<file path="src/rtl/gpio_cfg_pkg.sv">
// Shared types and defaults for the GPIO pad configuration chain:
// loader state encoding plus default chain geometry and serial divider.
package gpio_cfg_pkg;

    localparam int GPIO_CFG_WIDTH     = 13;
    localparam int GPIO_NUM_PER_CHAIN = 19;
    localparam int GPIO_SERIAL_DIV    = 4;

    typedef enum logic [2:0] {
        ST_IDLE,
        ST_LATCH,
        ST_SHIFT,
        ST_LOAD,
        ST_DONE
    } ldr_state_e;

    // Index width that stays legal for a single-entry range.
    function automatic int idx_width(input int n);
        return (n > 1) ? $clog2(n) : 1;
    endfunction

endpackage

</file>
<file path="src/rtl/gpio_serial_loader_if.sv">
// Bundle between the chain loader, the housekeeping register file and the pad chain.
// master = loader side, slave = register file / chain side.
interface gpio_serial_loader_if #(
    parameter int NUM_GPIO  = gpio_cfg_pkg::GPIO_NUM_PER_CHAIN,
    parameter int CFG_WIDTH = gpio_cfg_pkg::GPIO_CFG_WIDTH
);
    localparam int IDX_W = gpio_cfg_pkg::idx_width(NUM_GPIO);

    logic                 start;
    logic [IDX_W-1:0]     cfg_idx;
    logic [CFG_WIDTH-1:0] cfg_data;
    logic                 serial_clock;
    logic                 serial_data;
    logic                 serial_load;
    logic                 busy;
    logic                 done;

    modport master (
        input  start, cfg_data,
        output cfg_idx, serial_clock, serial_data, serial_load, busy, done
    );

    modport slave (
        output start, cfg_data,
        input  cfg_idx, serial_clock, serial_data, serial_load, busy, done
    );

endinterface

</file>
<file path="src/rtl/gpio_serial_tick.sv">
// Half-period divider for the serial chain clock: tick on the last cycle of
// each CLK_DIV-cycle half period, phase flips on every tick.
module gpio_serial_tick import gpio_cfg_pkg::*; #(
    parameter int CLK_DIV = GPIO_SERIAL_DIV
) (
    input  logic clk,
    input  logic rst_n,
    input  logic clear,
    output logic tick,
    output logic phase
);

    localparam int CNT_W = (CLK_DIV > 1) ? $clog2(CLK_DIV) : 1;

    logic [CNT_W-1:0] cnt;

    assign tick = (cnt == CNT_W'(CLK_DIV - 1));

    always_ff @(posedge clk or negedge rst_n) begin
        if (!rst_n) begin
            cnt   <= '0;
            phase <= 1'b0;
        end else if (clear) begin
            cnt   <= '0;
            phase <= 1'b0;
        end else if (tick) begin
            cnt   <= '0;
            phase <= ~phase;
        end else begin
            cnt   <= cnt + 1'b1;
        end
    end

endmodule

</file>
<file path="src/rtl/gpio_serial_loader.sv">
// Walks the GPIO config words from highest index down, shifting each MSB first
// into the pad chain on a divided clock, then strobes serial_load once.
module gpio_serial_loader import gpio_cfg_pkg::*; #(
    parameter int NUM_GPIO  = GPIO_NUM_PER_CHAIN,
    parameter int CFG_WIDTH = GPIO_CFG_WIDTH,
    parameter int CLK_DIV   = GPIO_SERIAL_DIV
) (
    input  logic                   wb_clk_i,
    input  logic                   wb_rstn_i,
    gpio_serial_loader_if.master   bus
);

    localparam int IDX_W = idx_width(NUM_GPIO);
    localparam int BIT_W = idx_width(CFG_WIDTH);
    localparam logic [IDX_W-1:0] IDX_LAST = IDX_W'(NUM_GPIO - 1);

    ldr_state_e           state_q, state_d;
    logic [CFG_WIDTH-1:0] shreg;
    logic [BIT_W-1:0]     bit_cnt;
    logic [IDX_W-1:0]     idx_q;
    logic                 sclk_q, load_q, busy_q, done_q;
    logic                 tick, phase, div_clr, bit_end;

    // Divider only runs in SHIFT/LOAD, so every word starts its timing from zero.
    assign div_clr = (state_q != ST_SHIFT) && (state_q != ST_LOAD);
    assign bit_end = (state_q == ST_SHIFT) && tick && phase;

    gpio_serial_tick #(.CLK_DIV(CLK_DIV)) u_tick (
        .clk   (wb_clk_i),
        .rst_n (wb_rstn_i),
        .clear (div_clr),
        .tick  (tick),
        .phase (phase)
    );

    always_comb begin
        state_d = state_q;
        case (state_q)
            ST_IDLE:  if (bus.start) state_d = ST_LATCH;
            ST_LATCH: state_d = ST_SHIFT;
            ST_SHIFT: if (bit_end && bit_cnt == '0)
                          state_d = (idx_q != '0) ? ST_LATCH : ST_LOAD;
            ST_LOAD:  if (tick) state_d = ST_DONE;
            ST_DONE:  state_d = ST_IDLE;
            default:  state_d = ST_IDLE;
        endcase
    end

    always_ff @(posedge wb_clk_i or negedge wb_rstn_i) begin
        if (!wb_rstn_i) begin
            state_q <= ST_IDLE;
            shreg   <= '0;
            bit_cnt <= '0;
            idx_q   <= IDX_LAST;
            sclk_q  <= 1'b0;
            load_q  <= 1'b0;
            busy_q  <= 1'b0;
            done_q  <= 1'b0;
        end else begin
            state_q <= state_d;
            // Registered copy of the divider phase; drops on the same edge data shifts.
            sclk_q  <= (state_q == ST_SHIFT) && (phase ^ tick);
            load_q  <= (state_d == ST_LOAD);
            busy_q  <= (state_d != ST_IDLE);
            done_q  <= (state_d == ST_DONE);
            if (state_q == ST_LATCH) begin
                shreg   <= bus.cfg_data;
                bit_cnt <= BIT_W'(CFG_WIDTH - 1);
            end else if (bit_end) begin
                shreg   <= shreg << 1;
                bit_cnt <= bit_cnt - 1'b1;
                if (bit_cnt == '0 && idx_q != '0)
                    idx_q <= idx_q - 1'b1;
            end
            if (state_q == ST_DONE)
                idx_q <= IDX_LAST;
        end
    end

    assign bus.cfg_idx      = idx_q;
    assign bus.serial_clock = sclk_q;
    assign bus.serial_data  = shreg[CFG_WIDTH-1];
    assign bus.serial_load  = load_q;
    assign bus.busy         = busy_q;
    assign bus.done         = done_q;

endmodule

</file>
<file path="src/flat_wrapper.sv">
// flat-port wrapper written by rule: the top's interface ports become plain ports
module gpio_serial_loader_flat import gpio_cfg_pkg::*;
#(
    parameter int NUM_GPIO  = GPIO_NUM_PER_CHAIN,
    parameter int CFG_WIDTH = GPIO_CFG_WIDTH,
    parameter int CLK_DIV   = GPIO_SERIAL_DIV
)
  (wb_clk_i, wb_rstn_i, bus_start, bus_cfg_data, bus_cfg_idx, bus_serial_clock, bus_serial_data, bus_serial_load, bus_busy, bus_done);
  gpio_serial_loader_if #(.NUM_GPIO(NUM_GPIO), .CFG_WIDTH(CFG_WIDTH)) bus_i ();
  input  logic wb_clk_i;
  input  logic wb_rstn_i;
  input wire logic [$bits(bus_i.start)-1:0] bus_start;
  input wire logic [$bits(bus_i.cfg_data)-1:0] bus_cfg_data;
  output wire logic [$bits(bus_i.cfg_idx)-1:0] bus_cfg_idx;
  output wire logic [$bits(bus_i.serial_clock)-1:0] bus_serial_clock;
  output wire logic [$bits(bus_i.serial_data)-1:0] bus_serial_data;
  output wire logic [$bits(bus_i.serial_load)-1:0] bus_serial_load;
  output wire logic [$bits(bus_i.busy)-1:0] bus_busy;
  output wire logic [$bits(bus_i.done)-1:0] bus_done;
  assign bus_i.start = bus_start;
  assign bus_i.cfg_data = bus_cfg_data;
  assign bus_cfg_idx = bus_i.cfg_idx;
  assign bus_serial_clock = bus_i.serial_clock;
  assign bus_serial_data = bus_i.serial_data;
  assign bus_serial_load = bus_i.serial_load;
  assign bus_busy = bus_i.busy;
  assign bus_done = bus_i.done;
  gpio_serial_loader #(.NUM_GPIO(NUM_GPIO), .CFG_WIDTH(CFG_WIDTH), .CLK_DIV(CLK_DIV)) u_core (.wb_clk_i(wb_clk_i), .wb_rstn_i(wb_rstn_i), .bus(bus_i));
endmodule
</file>
<file path="config.mk">
export PLATFORM = sky130hd
export DESIGN_NAME = gpio_serial_loader_flat
export DESIGN_NICKNAME = d
export VERILOG_FILES = /design/src/rtl/gpio_cfg_pkg.sv /design/src/rtl/gpio_serial_loader_if.sv /design/src/rtl/gpio_serial_tick.sv /design/src/rtl/gpio_serial_loader.sv /design/src/flat_wrapper.sv
export SDC_FILE = /design/constraint.sdc
export NUM_CORES = 1
export LEC_CHECK = 0
export ABC_AREA = 1
export BUFFER_PORTS_ARGS = -buffer_cell sky130_fd_sc_hd__buf_4
export CORE_MARGIN = 10
export CORE_UTILIZATION = 40
export CTS_BUF_LIST = sky130_fd_sc_hd__clkbuf_2 sky130_fd_sc_hd__clkbuf_4 sky130_fd_sc_hd__clkbuf_8
export CTS_CLUSTER_SIZE = 10
export DETAILED_ROUTE_END_ITERATION = 16
export HOLD_SLACK_MARGIN = 0.12
export PLACE_DENSITY = 0.65
export SKIP_LAST_GASP = 1
export SLEW_MARGIN = 5
export SYNTH_ARGS = -nofsm -noshare
export SYNTH_HDL_FRONTEND = slang
export SYNTH_SLANG_ARGS = --single-unit
</file>
<file path="constraint.sdc">
create_clock -name wb_clk_i -period 2.35 [get_ports wb_clk_i]
set_clock_uncertainty 0.1 [all_clocks]
set_input_delay 0 -clock wb_clk_i [delete_from_list [all_inputs] [get_ports wb_clk_i]]
set_output_delay 0 -clock wb_clk_i [all_outputs]
set_load 0.01 [all_outputs]
</file>
Word level (Yosys, flattened, before mapping)

Index checks and enable logic that the tools add are counted.

Register bits: 32
Output and inout port bits: 10

$add $sub $neg: 3
Equality and inequality tests: 10
Muxes and demuxes: 17
Bitwise logic cells: 2
Reduce and logical (&&, ||, !) cells: 15

Operator list:

| cell                                                                    | number |
|---|---|
| 13-bit two-way mux                                                      | 2 |
| 5-bit two-way mux                                                       | 4 |
| 3-bit case mux with 4 select lines                                      | 1 |
| 3-bit by 2-bit equality test with 1-bit output, second input constant   | 3 |
| 3-bit two-way mux                                                       | 3 |
| 4-bit two-way mux                                                       | 2 |
| 2-bit nonzero test                                                      | 4 |
| 3-bit equality test, second input constant                              | 2 |
| 1-bit logical AND                                                       | 6 |
| 2-bit two-way mux                                                       | 3 |
| 3-bit by 2-bit inequality test with 1-bit output, second input constant | 2 |
| 5-bit nonzero test                                                      | 1 |
| 5-bit by 1-bit subtractor with 5-bit output, second input constant      | 1 |
| 4-bit zero test                                                         | 1 |
| 4-bit by 1-bit subtractor with 4-bit output, second input constant      | 1 |
| 3-bit by 1-bit equality test with 1-bit output, second input constant   | 1 |
| 3-bit zero test                                                         | 1 |
| 3-bit AND reduction                                                     | 1 |
| 3-bit nonzero test                                                      | 1 |
| 2-bit by 1-bit adder with 2-bit output, second input constant           | 1 |
| 2-bit equality test, second input constant                              | 1 |
| 1-bit two-way mux                                                       | 2 |
| 2-bit inequality test, second input constant                            | 1 |
| 1-bit inverter                                                          | 1 |
| 1-bit XOR                                                               | 1 |

Longest topological paths before layout

Gate-level depths: netlist of the first run.

Depth after elaboration: 7
Depth in mapped cells: 8
Depth with buffers taken out: 8

Modules after synthesis

A second synthesis of the first run with hierarchy kept.

Cells, all modules: 174
Area total of the unflattened synthesis: 1,610.3 um^2

By module, submodules not included:

| module             | times used | cells an instance | area each (um^2) | sequential area each (um^2) |
|---|---|---|---|---|
| gpio_serial_loader | 1          | 162               | 1,491.4          | 728.2 |
| gpio_serial_tick   | 1          | 12                | 118.9            | 75.1 |

Worst setup path after synthesis of the first run

No wires, ideal clock.

Path kind: reg2reg
Start: reg u_core.bit_cnt[0]
End: reg u_core.idx_q[2] (netlist: u_core.bus.cfg_idx[2])
Setup time: 0.117 ns
Data arrival time: 1.285 ns
Setup slack: 0.848 ns
Stages on the path, launching flop included: 9
Path buffers: 0
Period minus slack after synthesis: 1.502 ns
Cells stage by stage: dfrtp_1 -> inv_1 -> ha_1 -> nor3b_1 -> nand3_4 -> nand2_4 -> inv_2 -> nand2_1 -> nand2_1

Cells in the longest elaborated chain, start to end: 4

RTL lines:

| element                       | RTL line                 | RTL |
|---|---|---|
| start: declaration            | gpio_serial_loader.sv:19 | `logic [BIT_W-1:0] bit_cnt;` |
| start signal: assignment      | gpio_serial_loader.sv:68 | `bit_cnt <= BIT_W'(CFG_WIDTH - 1);` |
| start signal: assignment      | gpio_serial_loader.sv:71 | `bit_cnt <= bit_cnt - 1'b1;` |
| 4-bit zero test               | gpio_serial_loader.sv:72 | `if (bit_cnt == '0 && idx_q != '0)` |
| 1-bit logical AND             | gpio_serial_loader.sv:72 |  |
| 2-bit nonzero test (no line)  | -                        |  |
| 3-bit AND reduction (no line) | -                        |  |
| end signal: assignment        | gpio_serial_loader.sv:73 | `idx_q <= idx_q - 1'b1;` |
| end: declaration              | gpio_serial_loader.sv:20 | `logic [IDX_W-1:0] idx_q;` |

No other way between the ends.
A chain may end at the register's enable or synchronous reset.

Worst setup path in the final report of the first run

Start: reg u_core.u_tick.cnt[0]
End: reg u_core.idx_q[0] (netlist: u_core.bus.cfg_idx[0])

Cells in the longest elaborated chain, start to end: 5

RTL lines:

| element                        | RTL line                 | RTL |
|---|---|---|
| start: declaration             | gpio_serial_tick.sv:15   | `logic [CNT_W-1:0] cnt;` |
| start signal: assignment       | gpio_serial_tick.sv:30   | `cnt <= cnt + 1'b1;` |
| 2-bit equality test            | gpio_serial_tick.sv:17   | `assign tick = (cnt == CNT_W'(CLK_DIV - 1));` |
| 1-bit logical AND (2 in a row) | gpio_serial_loader.sv:26 | `assign bit_end = (state_q == ST_SHIFT) && tick && phase;` |
| 2-bit nonzero test (no line)   | -                        |  |
| 3-bit AND reduction (no line)  | -                        |  |

No other way between the ends.

==> results of run 1 <==
routing by layer:
layer | track usage [%] | up-vias
met5 | 0 | -
met2 | 15.9 | 34
met3 | 4.00 | 5
met4 | 5.27 | 0
li1 | - | 640
met1 | 13.0 | 562
area by class of cell:
class,count,area [sq um]
Fill cell,334,1680
Sequential cell,32,803
Multi-Input combinational cell,115,636
Timing Repair Buffer,42,365
Clock buffer,8,97.6
Inverter,20,75.1
Tap cell,48,60.1
cells in the mapped netlist:
cell type	count	area [sq um]
a22o_1	1	8.76
nor2_8	1	20.0
inv_2	2	7.51
o211ai_1	2	15.0
xor2_1	3	26.3
o21ai_1	1	5.00
a21oi_2	1	8.76
nand2_4	1	11.3
buf_4	2	15.0
ha_1	5	62.6
nor2_4	1	11.3
nor3b_1	1	7.51
dfstp_2	2	52.6
nand2_1	46	173
nor3_4	1	16.3
dfrtp_1	30	751
o21ai_0	4	20.0
buf_6	2	22.5
nor3_1	5	25.0
o22ai_1	1	6.26
nand3_4	2	35.0
nor2_1	10	37.5
nand4_1	1	6.26
nand3_1	26	130
inv_1	18	67.6
a21oi_1	2	10.0
registers in the layout, indices dropped and copies added (netlist names):
signal / flops
u_core.bus.serial_clock: 1
u_core.u_tick.phase: 1
u_core.state_q: 3
u_core.bus.busy: 1
u_core.bus.cfg_idx: 5
u_core.bus.done: 1
u_core.u_tick.cnt: 2
u_core.bit_cnt: 4
u_core.bus.serial_load: 1
u_core.shreg: 13
repair_timing:
action	CTS	global route
hold endpoints to repair	47	0
setup buffers	0	0
hold buffers	16	0
report_power, final:
part           internal [mW]  switching, mW  total, mW
clock                  0.262          0.194      0.455
combinational          0.325          0.441      0.766
sequential             0.764          0.128      0.892
total                   1.35          0.762       2.11
worst max path at each step:
| stage | to | startpoint | cells past startpoint |
|---|---|---|---|
| 2_1_floorplan | u_core.bus.cfg_idx[2]$_DFFE_PN0P_ | u_core.bit_cnt[0]$_DFFE_PN0P_ | 8 |
| 3_3_place_gp | u_core.bus.cfg_idx[3]$_DFFE_PN0P_ | u_core.bit_cnt[0]$_DFFE_PN0P_ | 8 |
| 3_5_place_dp | u_core.bus.cfg_idx[0]$_DFFE_PN0P_ | u_core.u_tick.cnt[0]$_DFF_PN0_ | 8 |
| 4_1_cts | u_core.bus.cfg_idx[0]$_DFFE_PN0P_ | u_core.u_tick.cnt[0]$_DFF_PN0_ | 8 |
| 5_1_grt | u_core.bus.cfg_idx[2]$_DFFE_PN0P_ | u_core.u_tick.cnt[0]$_DFF_PN0_ | 8 |
| 6_report | u_core.bus.cfg_idx[0]$_DFFE_PN0P_ | u_core.u_tick.cnt[0]$_DFF_PN0_ | 8 |
worst max-delay path, stage by stage, from the launching register on:
cell	delay, ns
dfrtp_1	0.35
ha_1	0.24
nand2_1	0.18
nor2_8	0.31
nand3_4	0.12
nand2_4	0.11
inv_2	0.05
nand2_1	0.05
nand2_1	0.05
cell families (layout without fill, tap and decap cells):
logic type,Yosys count,after routing,share of synthesized area (%)
AND/OR/NAND/NOR,95,95,30.5
AO/OA/AOI/OAI,12,12,4.76
flip-flops,32,32,51.8
adder cells (fa/ha/maj),5,5,4.03
buffers and inverters,24,70,7.26
XOR/XNOR,3,3,1.69
metrics by stage:
stage	setup slack, ns	area [sq um]	instances
after CTS	0.664	2040	265
after global placement	0.716	1770	241
after global routing	0.486	2040	265
after detailed placement	0.675	1770	241
after floorplan	0.848	1550	171
final	0.678	2040	265
cell usage in the layout (no fill, tap or decap), drive strengths merged:
cell and count:
nor3b 1, nor3 6, dlygate4sd3 15, nand2 47
buf 27, dfstp 2, o211ai 2, nand4 1
a22o 1, nand3 28, o22ai 1, ha 5
dfrtp 30, o21ai 5, a21oi 3, clkbuf 8
nor2 12, inv 20, xor2 3
==> results.txt, run 1 <==
final core utilization -> 54.8%
Hold Path Class -> input port to async pin
P&R area growth vs syn -> 31.3%
H-tree level count -> 2
Yosys cell types -> 26
Inserted Diodes -> 0
post-cts gate resize count -> 0
top sig layer -> met4
#FFs+latches synth -> 32
mapped cell area -> 0.00155 sq mm
P per Cell Area -> 1040 mW/mm^2
Seq/Total Area, Yosys -> 51.8%
Slew @ Worst Pin -> 0.446 ns
core outline area -> 0.00372 sq mm
max_cap viols -> 0
RD Place Congestion -> 0.752
final net count -> 237
yosys warns -> 0
crit path max fanout -> 18
FF-to-FF path depth -> 8
status -> complete, no violations
CTS tree -> yes
TritonCTS buffer count -> 5
syn nets -> 192
Avg WL per Cell -> 12.0 um
# rows -> 22
vias -> 1241
grt total ovfl -> 0
Routed met2 length -> 1330 um
WL met3 -> 275 um
initial antenna violation count -> 0
share of post-route cells with drive strength above 1 -> 21.2%
largest net degree at the start of global routing -> 31
Req. time, crit path -> 2.42 ns
overall routed net length -> 3180 um
PnR Total Power -> 2.11 mW
ANT nets after route -> 0
clk slew on worst S/H paths -> 0.06 ns
first-pass GRT wire length -> 5580 um
Tmin final -> 1.67 ns
Slew HR -> 70.2%
unrepaired setup endpoints after global routing -> false
half-perimeter wire length after placement -> 2140 um
total track usage -> 10.6%
Avg Cell Area, Syn -> 9.07 sq um
Hold Violations, Final -> 0
# IOs -> 26
# clock sinks -> 32
Period Utilization, post-route -> 71.2%
DR pass1 iterations -> 4
DRC -> 0
Worst setup EP type -> flip-flop
reg2reg setup slack -> 0.68 ns
Synth Instances -> 171
floorplan die height -> 82.3 um
met1 WL -> 1530 um
WHS -> 0.138 ns
reg2reg start -> u_core.u_tick.cnt[0]$_DFF_PN0_
Via density -> 4.68
Final Max Slew Viols -> 0
Worst Path Arrival -> 1.74 ns
Clk Latency, worst-skew pair -> 0.28 ns
total negative slack -> 0 ns
vias in the first global route -> 1288
clock root buffer -> clkbuf_8
Worst R2R End -> u_core.bus.cfg_idx[0]$_DFFE_PN0P_
Die ar. -> 0.00677 sq mm
Die Wd -> 82.3 um
f_max -> 598 MHz
clock buffer depth -> 2
VDD IR max -> 0.000549 V
Buffers on Ports -> 25
Initial Util -> 41.8%
Leakage -> 1.00 nW
DRT iter0 DRCs -> 86
Worst setup SP type -> flip-flop
Setup CP Type -> flip-flop to flip-flop
Setup Viol. Count Final -> 0
Note: power is estimated with default switching activity, not from simulation.
==> run 2: changes to the inputs <==
Settings changed: ABC_AREA 1 to 0, PLACE_DENSITY 0.65 to 0.67.
Clock period 2.35 ns to 1.38 ns, I/O delays scaled along.
==> run 2 against run 1 <==
The run now ends with negative setup slack left. Non-clock buffer count rose by 41. Clock-buffer cell count did not move. Sequential power rose by 7.1%. Final cell count rose by 0.75%. Critical path type unchanged. Critical endpoint is now u_core.shreg[4]$_DFFE_PN0P_.
==> results.txt, run 2 <==
VDD IR max -> 0.000574 V (was 0.000549 V)
P per Cell Area -> 722 mW/mm^2 (was 1040 mW/mm^2)
mapped cell area -> 0.00152 sq mm (was 0.00155 sq mm)
switching share of power -> 20.2% (was 36.1%)
Synth async-reset ratio -> 100% (unchanged)
CTS tree -> yes (unchanged)
total track usage -> 12.2% (was 10.6%)
Avg Cell Area, Syn -> 11.2 sq um (was 9.07 sq um)
Die ar. -> 0.00666 sq mm (was 0.00677 sq mm)
Comb pwr share -> 6.0% (was 36.2%)
most common cell after layout, fill and taps aside -> buf_4 (was nand2_1)
Worst setup SP type -> flip-flop (unchanged)
status -> finished, violations left (was complete, no violations)
overall routed net length -> 4070 um (was 3180 um)
# clock sinks -> 32 (unchanged)
dpl cells -> 230 (was 241)
Setup CP Type -> flip-flop to flip-flop (unchanged)
most frequent cell after synthesis -> dfrtp_1 (was nand2_1)
Via density -> 5.09 (was 4.68)
share of post-route cells with drive strength above 1 -> 49.8% (was 21.2%)
DRC -> 0 (unchanged)
f_max -> 565 MHz (was 598 MHz)
max_cap viols -> 0 (unchanged)
reg2reg start -> u_core.u_tick.cnt[0]$_DFF_PN0_ (unchanged)
Avg WL per Cell -> 15.2 um (was 12.0 um)
largest net degree at the start of global routing -> 33 (was 31)
final net count -> 239 (was 237)
unrepaired setup endpoints after global routing -> true (was false)
Clk Latency, worst-skew pair -> 0.28 ns (about the same)
P&R area growth vs syn -> 67.5% (was 31.3%)
# rows -> 22 (unchanged)
# IOs -> 26 (unchanged)
Final WS setup -> -0.390 ns (was 0.678 ns)
Top FF cell, synth -> dfrtp_1 (unchanged)
Internal -> 1.47 mW (was 1.35 mW)
Post-Place Setup Slack -> -0.335 ns (was 0.675 ns)
vias in the first global route -> 1412 (was 1288)
post-route non-filler standard cell count -> 267 (was 265)
RD Place Congestion -> 0.771 (was 0.752)
commonest cells after routing, fill and taps aside -> 58 x buf_4, 30 x dfrtp_1, 16 x dlygate4sd3_1, 10 x nor3b_2, 10 x a221o_1 (was 46 x nand2_1, 30 x dfrtp_1, 26 x nand3_1, 26 x buf_4, 18 x inv_1)
Inserted Diodes -> 0 (unchanged)
TritonCTS buffer count -> 5 (unchanged)
Synth Instances -> 135 (was 171)
clock buffer depth -> 2 (unchanged)
Hold EP -> u_core.shreg[0]$_DFFE_PN0P_
Buffers on Ports -> 25 (unchanged)
Worst setup EP type -> flip-flop (unchanged)
Seq/Total Area, Yosys -> 52.9% (was 51.8%)
vias -> 1358 (was 1241)
design area -> 0.00254 sq mm (was 0.00204 sq mm)
FF-to-FF path depth -> 7 (was 8)
EDFF count, synth -> 0 (unchanged)
Period Utilization, post-route -> 128% (was 71.2%)
Slew HR -> 73.1% (was 70.2%)
Initial Util -> 41.5% (was 41.8%)
cell taking the most area after synthesis -> dfrtp_1 (unchanged)
Req. time, crit path -> 1.44 ns (was 2.42 ns)
first-pass GRT wire length -> 6290 um (was 5580 um)
Post-DP Area -> 0.00210 sq mm (was 0.00177 sq mm)
Leakage -> 1.18 nW (was 1.00 nW)
hold wc startpoint -> bus_cfg_data[0]
commonest cells in the netlist -> 30 x dfrtp_1, 11 x nor2_1, 10 x a221o_1, 10 x nor3b_1, 8 x nand2_1 (was 46 x nand2_1, 30 x dfrtp_1, 26 x nand3_1, 18 x inv_1, 10 x nor2_1)
clock root buffer -> clkbuf_8 (unchanged)
fill cell count -> 251 (was 334)
Max stage delay on crit path -> 0.39 ns (was 0.35 ns)
ANT nets after route -> 0 (unchanged)
Hold Violations, Final -> 0 (unchanged)
H-tree level count -> 2 (unchanged)
sequential share of power -> 52.0% (was 42.2%)
half-perimeter wire length after placement -> 2560 um (was 2140 um)
core outline area -> 0.00366 sq mm (was 0.00372 sq mm)
clk slew on worst S/H paths -> 0.07 ns (was 0.06 ns)
crit-path cells -> ha_4 > nand2_4 > nor4b_4 > buf_6 > buf_12 > nor3b_2 > a221o_1 (was ha_1 > nand2_1 > nor2_8 > nand3_4 > nand2_4 > inv_2 > nand2_1 > nand2_1)
Hold Path Class -> input port to flip-flop (was input port to async pin)
top cell type's share of synthesized area -> 49.5% (was 48.4%)
Setup Viol. Count Final -> 24 (was 0)
Final Max Slew Viols -> 0 (unchanged)
PnR Total Power -> 1.84 mW (was 2.11 mW)
Slew @ Worst Pin -> 0.404 ns (was 0.446 ns)
reg2reg setup slack -> -0.39 ns (was 0.68 ns)
Synth area leaders -> dfrtp_1 49%, a221o_1 6.6%, nor3b_1 4.9% (was dfrtp_1 48%, nand2_1 11%, nand3_1 8.4%)
Top reg by flops -> u_core.shreg (unchanged)
worst hold stages -> 4
Tmin final -> 1.77 ns (was 1.67 ns)
floorplan die height -> 81.6 um (was 82.3 um)
grt total ovfl -> 0 (unchanged)
Largest register FFs -> 13 (unchanged)
Die Wd -> 81.6 um (was 82.3 um)
failing checks -> negative setup slack
#FFs+latches synth -> 32 (unchanged)
switching pwr -> 0.370 mW (was 0.762 mW)
DR pass1 iterations -> 4 (unchanged)
clock power share -> 42.0% (was 21.5%)
yosys warns -> 0 (unchanged)
Worst path slowest cell -> dfrtp_1 (unchanged)
Worst R2R End -> u_core.shreg[4]$_DFFE_PN0P_ (was u_core.bus.cfg_idx[0]$_DFFE_PN0P_)
Worst Path Arrival -> 1.83 ns (was 1.74 ns)
Yosys cell types -> 35 (was 26)
syn nets -> 156 (was 192)
crit path max fanout -> 6 (was 18)
DRT iter0 DRCs -> 99 (was 86)
initial antenna violation count -> 0 (unchanged)
## run 2: changes by cell type after synthesis, moves of 3 or more
| cell | previous run | this run |
|---|---|---|
| nand2_1 | 46 | 8 |
| nand3_1 | 26 | 3 |
| inv_1 | 18 | 5 |
| a221o_1 | 0 | 10 |
| nor3b_1 | 1 | 10 |
| a211oi_1 | 0 | 3 |
| buf_2 | 0 | 3 |
| mux2i_1 | 0 | 3 |
| nand2b_1 | 0 | 3 |
| xor2_1 | 3 | 0 |
## run 2: stage by stage
step	hold slack, ns	setup TNS, ns	util [%]
detailed placement	-0.139	-6.15	57.2
CTS	0.377	-6.51	65.6
finish	0.375	-7.98	69.4
global route	0.394	-10.05	69.4
global placement	-0.144	-4.66	57.2
floorplan	-0.396	-3.69	-
## run 2: layout make-up
type	count	area (sq um)	area share [%]
inverters	5	18.8	0.738
well taps	48	60.1	2.36
multi-input cells	91	812	31.9
repair buffers	83	751	29.5
flip-flops and latches	32	803	31.6
clock buffers	8	97.6	3.84
## run 2: how the worst max path moves through the flow
stage	from	slack, ns	cells after the start	to
floorplan	u_core.bus.cfg_idx[1]$_DFFE_PN1P_	-0.34	6	u_core.bus.cfg_idx[3]$_DFFE_PN0P_
global placement	u_core.bus.cfg_idx[1]$_DFFE_PN1P_	-0.26	6	u_core.bus.cfg_idx[3]$_DFFE_PN0P_
detailed placement	u_core.bus.cfg_idx[1]$_DFFE_PN1P_	-0.33	6	u_core.bus.cfg_idx[3]$_DFFE_PN0P_
CTS	u_core.bus.cfg_idx[1]$_DFFE_PN1P_	-0.35	6	u_core.bus.cfg_idx[3]$_DFFE_PN0P_
global route	u_core.u_tick.cnt[0]$_DFF_PN0_	-0.48	7	u_core.shreg[4]$_DFFE_PN0P_
finish	u_core.u_tick.cnt[0]$_DFF_PN0_	-0.39	7	u_core.shreg[4]$_DFFE_PN0P_
## run 2: worst max-delay path, delay by kind of cell, from the launching register on
kind,cells,cell delay [ns]
flops,1,0.39
compound gates,1,0.28
simple gates,3,0.40
buf+inv,2,0.30
fa+ha+maj,1,0.18
## run 2: power by group through the flow
stage / sequential [mW] / clock (mW) / combinational (mW)
global route: 0.955 / 0.844 / 0.122
detailed placement: 0.971 / 0 / 0.0750
global placement: 0.971 / 0 / 0.0728
CTS: 0.954 / 0.797 / 0.111
floorplan: 0.970 / 0 / 0.0178
finish: 0.955 / 0.772 / 0.110
## run 2: cells by family (layout without fill, tap and decap cells)
kind of cell / Yosys count / in the layout / synth area share, %
simple gates: 53 / 53 / 21.9
flops: 32 / 32 / 52.9
compound gates: 28 / 28 / 13.7
buf+inv: 12 / 96 / 4.20
fa+ha+maj: 5 / 5 / 4.12
mux: 3 / 3 / 1.98
xor+xnor: 2 / 2 / 1.15
## run 2: routing by layer
layer | share of wire [%] | vias up | track usage [%] | wire length [um]
met5 | 0 | - | 0 | 0
met4 | 1.4 | 0 | 4.25 | 55
met3 | 6.1 | 6 | 5.90 | 248
met2 | 53 | 27 | 21.5 | 2150
met1 | 40 | 667 | 12.3 | 1610
li1 | - | 658 | - | -
## run 2: what timing repair did
action,4_1_cts,5_1_grt
hold buffers,16,0
pin swaps,1,4
gates cloned,0,3
setup endpoints to repair,25,25
gates resized for setup,7,7
buffers inserted,3,8
endpoints found under the hold margin,48,0
